<file path="src/rtl/debounce_pkg.sv">
// Shared definitions for the debounce/edge-detect block: FSM encoding and
// default qualification parameters.
package debounce_pkg;

   typedef enum logic [1:0] {
      S_LOW       = 2'd0,
      S_WAIT_HIGH = 2'd1,
      S_HIGH      = 2'd2,
      S_WAIT_LOW  = 2'd3
   } state_t;

   localparam int STABLE_CYCLES_DEF = 5;
   localparam int CNT_W_DEF         = 8;

endpackage

</file>
<file path="src/rtl/sync_2ff.sv">
// Two-flop synchronizer for a single asynchronous level; both flops
// clear to 0 on reset.
module sync_2ff (
   input  logic clk,
   input  logic reset,
   input  logic d,
   output logic q
);

   logic meta;

   always_ff @(posedge clk or posedge reset) begin
      if (reset) begin
         meta <= 1'b0;
         q    <= 1'b0;
      end else begin
         meta <= d;
         q    <= meta;
      end
   end

endmodule

</file>
<file path="src/rtl/debounce_edge_detect.sv">
// Debouncer with edge pulses: a level change on D is accepted only after it
// has been seen on STABLE_CYCLES+1 consecutive synchronized samples.
//
// state       | meaning
// ------------+-----------------------------------------------
// S_LOW       | accepted level 0, input agrees
// S_WAIT_HIGH | accepted level 0, input high, qualifying rise
// S_HIGH      | accepted level 1, input agrees
// S_WAIT_LOW  | accepted level 1, input low, qualifying fall
module debounce_edge_detect
   import debounce_pkg::*;
#(
   parameter int STABLE_CYCLES = STABLE_CYCLES_DEF,
   parameter int CNT_W         = CNT_W_DEF
) (
   input  logic clk,
   input  logic reset,
   input  logic D,
   output logic Q,
   output logic rise,
   output logic fall,
   output logic busy
);

   localparam logic [CNT_W-1:0] CNT_LAST = CNT_W'(STABLE_CYCLES - 1);

   logic             d_s;
   state_t           state, state_nx;
   logic [CNT_W-1:0] cnt, cnt_nx;
   logic             q_nx, rise_nx, fall_nx, busy_nx;

   sync_2ff u_sync (
      .clk   (clk),
      .reset (reset),
      .d     (D),
      .q     (d_s)
   );

   always_ff @(posedge clk or posedge reset) begin
      if (reset) begin
         state <= S_LOW;
         cnt   <= '0;
         Q     <= 1'b0;
         rise  <= 1'b0;
         fall  <= 1'b0;
         busy  <= 1'b0;
      end else begin
         state <= state_nx;
         cnt   <= cnt_nx;
         Q     <= q_nx;
         rise  <= rise_nx;
         fall  <= fall_nx;
         busy  <= busy_nx;
      end
   end

   always_comb begin
      state_nx = state;
      cnt_nx   = cnt;
      q_nx     = Q;
      rise_nx  = 1'b0;
      fall_nx  = 1'b0;
      case (state)
         S_LOW: begin
            if (d_s) begin
               state_nx = S_WAIT_HIGH;
               cnt_nx   = '0;
            end
         end
         S_WAIT_HIGH: begin
            if (!d_s) begin
               state_nx = S_LOW;
               cnt_nx   = '0;
            end else if (cnt == CNT_LAST) begin
               state_nx = S_HIGH;
               cnt_nx   = '0;
               q_nx     = 1'b1;
               rise_nx  = 1'b1;
            end else begin
               cnt_nx = cnt + CNT_W'(1);
            end
         end
         S_HIGH: begin
            if (!d_s) begin
               state_nx = S_WAIT_LOW;
               cnt_nx   = '0;
            end
         end
         S_WAIT_LOW: begin
            if (d_s) begin
               state_nx = S_HIGH;
               cnt_nx   = '0;
            end else if (cnt == CNT_LAST) begin
               state_nx = S_LOW;
               cnt_nx   = '0;
               q_nx     = 1'b0;
               fall_nx  = 1'b1;
            end else begin
               cnt_nx = cnt + CNT_W'(1);
            end
         end
         default: begin
            state_nx = S_LOW;
            cnt_nx   = '0;
         end
      endcase
      // busy is registered from the next state so it tracks the wait states exactly
      busy_nx = (state_nx == S_WAIT_HIGH) || (state_nx == S_WAIT_LOW);
   end

endmodule

</file>
<file path="config.mk">
export PLATFORM = sky130hd
export DESIGN_NAME = debounce_edge_detect
export DESIGN_NICKNAME = d
export VERILOG_FILES = /design/src/rtl/debounce_pkg.sv /design/src/rtl/sync_2ff.sv /design/src/rtl/debounce_edge_detect.sv
export SDC_FILE = /design/constraint.sdc
export NUM_CORES = 1
export LEC_CHECK = 0
export ABC_AREA = 1
export ABC_CLOCK_PERIOD_IN_PS = 2500
export CAP_MARGIN = 20
export CORE_UTILIZATION = 30
export CTS_CLUSTER_DIAMETER = 80
export DETAILED_ROUTE_END_ITERATION = 8
export PLACE_DENSITY = 0.48
export SYNTH_ARGS = -nofsm -noshare
export SYNTH_HDL_FRONTEND = slang
export SYNTH_SLANG_ARGS = --single-unit
</file>
<file path="constraint.sdc">
create_clock -name clk -period 2.5 [get_ports clk]
set_input_delay 0.75 -clock clk [delete_from_list [all_inputs] [get_ports clk]]
set_output_delay 0.75 -clock clk [all_outputs]
set_load 0.005 [all_outputs]
</file>
==> impl_metrics.tcl <==
set metrics [dict create \
    tns_ns 0 \
    ys_warn_count 0 \
    via_count 609 \
    drv_slew 0 \
    whs_endpoint "u_sync.q" \
    maxCapViolCount 0 \
    synth_area_leaders "dfrtp_1 49%, nand2_1 14%, inv_1 6.9%, nor2_1 3.2%, ha_1 3.1%" \
    worst-path-buf-inv 1 \
    ant_nets 0 \
    async_flop_share 1.00 \
    yosysTopAreaCell "dfrtp_1" \
    postSynthCellCount 101 \
    drtIter0Drc 11 \
    hold_class "flip-flop to flip-flop" \
    post_drt_wl_per_cell_um 9.31 \
    multi_input_area_um2 347 \
    drt-total-wl_mm 1.31 \
    io_buffer_count 6 \
    n_antenna_cell 0 \
    synth_compound_area_frac 0.0428 \
    r2r_slack_ns 1.11 \
    nNetsFinal 117 \
    min_from "u_sync.meta" \
    post-dp-hpwl_mm 1.01 \
    synth_nets 106 \
    hold_depth 0 \
    die_w_um 54.2 \
    clockBufferDepth 2 \
    cts_buffers 3 \
    ir_drop_uv 468 \
    post_cts_buffers 0 \
    fmax_mhz 532 \
    finalPower_uw 701 \
    drive_gt1_frac 0.171 \
    yosys_most_used_dff "dfrtp_1" \
    placed_area_um2 916 \
    die_height_um 54.2 \
    status "finished, final reports clean" \
    grt_max_degree 17 \
    powerDensity_nw_per_um2 736 \
    clk_latency_ns 0.28 \
    ys_seq_elements 16 \
    worstPathArrival_ns 1.13 \
    synth_top_family_by_area "simple AND/OR/NAND/NOR gates" \
    synth.area.mux_share 0 \
    relSlewSlack 0.607 \
    pre_cts_ws_ns 0.916 \
    yosys.area_share.adder 0.0306 \
    die_area_um2 2940 \
    first_pass_iters 4 \
    grt_antenna_before_repair 0 \
    grt-ovfl-total 0 \
    drc_errors 0 \
    crit_type "flip-flop to output port" \
    crit_fanout 2 \
    vias_per_cell 4.32 \
    core-area_um2 2520 \
    clk_pin_slew_ns 0.09 \
    cp.required_ns 1.75 \
    worstReg2RegStart "cnt[0]" \
    fin_area_um2 952 \
    timing.rr.end "cnt[2]" \
    avgSynthCellArea_um2 8.10 \
    cts_resized 0 \
    synth_top_area_frac 0.489 \
    htreeDepth 1 \
    rsz0062_at_grt "false" \
    rows 18 \
    cp-end-kind "output port" \
    slowest_delay_ns 0.50 \
    leakagePower_uw 0.000478 \
    numClockSinks 16 \
    yosysSeqAreaShare 0.489 \
    track_usage 0.122 \
    timing.final.crit_share 0.752 \
    grt_pass1_wl_mm 2.43 \
    setup_ws_ns 0.620 \
    clk_root_buffer_cell "clkbuf_4" \
    post-route-min-period_ns 1.88 \
    cp_top_family "buffers and inverters" \
    hold_violations 0 \
    crit_slowest_cell "clkdlybuf4s50_1" \
    synthToLayoutAreaGrowth_pct 16.4 \
    cts_tree "done" \
    hold_buffers 0 \
    cp-start-kind "flip-flop" \
    fin_skew_ns 0.00435 \
    syn-cell-area_um2 818 \
    synth_xor_area_frac 0.0214 \
    crit_path_cell_trace "clkdlybuf4s50_1" \
    ff2ff_path_depth 9 \
    synth-edff-count 0 \
    worst_pin_slew_ns 0.589 \
    ff_latch_area_um2 400 \
    synth.distinct_cells 18 \
    ioPinCount 7 \
    yosys.area_share.simple 0.329 \
    place_congestion 0.768 \
    fill_cells 268 \
    grt_pass1_vias 581 \
    start_util 0.324 \
    setup_viol 0 \
]
==> cell usage after synthesis (2+ instances only) <==
master   count
nor2_4       2
o21ai_1      2
nor2_1       7
nand2_2      4
nand3_1      5
inv_2        4
inv_1       15
nand2_1     31
nand3_2      2
xor2_1       2
a21oi_1      2
ha_1         2
dfrtp_1     16
o21ai_0      3
==> kinds of logic after synthesis <==
kind of cell             count (synthesis)
adder cells (fa/ha/maj)                  2
XOR/XNOR                                 2
flip-flops                              16
AND/OR/NAND/NOR                         55
AO/OA/AOI/OAI                            7
buffers and inverters                   19
==> cells in the final DEF (no fill, tap or decap), drive strengths merged <==
master	count
dfrtp	16
inv	19
clkbuf	4
nor3	1
nor2	10
nand2	36
clkdlybuf4s50	6
a21oi	2
nand3	7
nand4	1
ha	2
o21ai	5
xor2	2
==> power by group <==
part	switching, uW	internal (uW)
Clock	75.5	88.6
Sequential	35.4	301
Combinational	118	82.9
==> per-stage QoR <==
step / cells / hold WS (ns) / util
after floorplan: 101 / 0.331 / -
after global placement: 137 / 0.334 / 0.363
after detailed placement: 137 / 0.346 / 0.363
after CTS: 141 / 0.367 / 0.377
after global routing: 141 / 0.372 / 0.377
final: 141 / 0.358 / 0.377
==> state kept, by name, indices dropped and copies added (netlist names) <==
register and cells:
busy 1, state 2, rise 1, u_sync.meta 1, fall 1, cnt 8
Q 1, u_sync.q 1
==> worst reg2reg max path, stage by stage, from the launching register on <==
cell	delay, ns
dfrtp_1	0.40
inv_1	0.10
ha_1	0.17
nand3_2	0.10
nor2_4	0.23
inv_2	0.07
nand2_2	0.07
nand2_1	0.05
nand2_1	0.06
inv_1	0.04
==> area by class of cell <==
type | count | area share
clock buffer | 4 | 0.0381
inverter | 19 | 0.0749
multi-input combinational | 66 | 0.364
sequential | 16 | 0.420
tap | 30 | 0.0394
timing repair buffer | 6 | 0.0631
==> how the worst max path moves through the flow <==
stage / from / to / slack [ns] / depth (start not counted)
floorplan: cnt[0] / cnt[2] / 1.27 / 9
global placement: reset / cnt[5] / 0.92 / 2
detailed placement: reset / cnt[6] / 0.92 / 2
CTS: Q / Q / 0.60 / 1
global route: Q / Q / 0.54 / 1
finish: Q / Q / 0.62 / 1
==> routing by layer <==
layer	wire (um)	part of all wire	global-route usage	vias up
li1	-	-	-	327
met1	664	0.51	0.148	271
met2	568	0.43	0.185	9
met3	57	0.043	0.0583	2
met4	22	0.017	0.0513	0
met5	0	0	0	-
(Power assumes the default switching activity.)
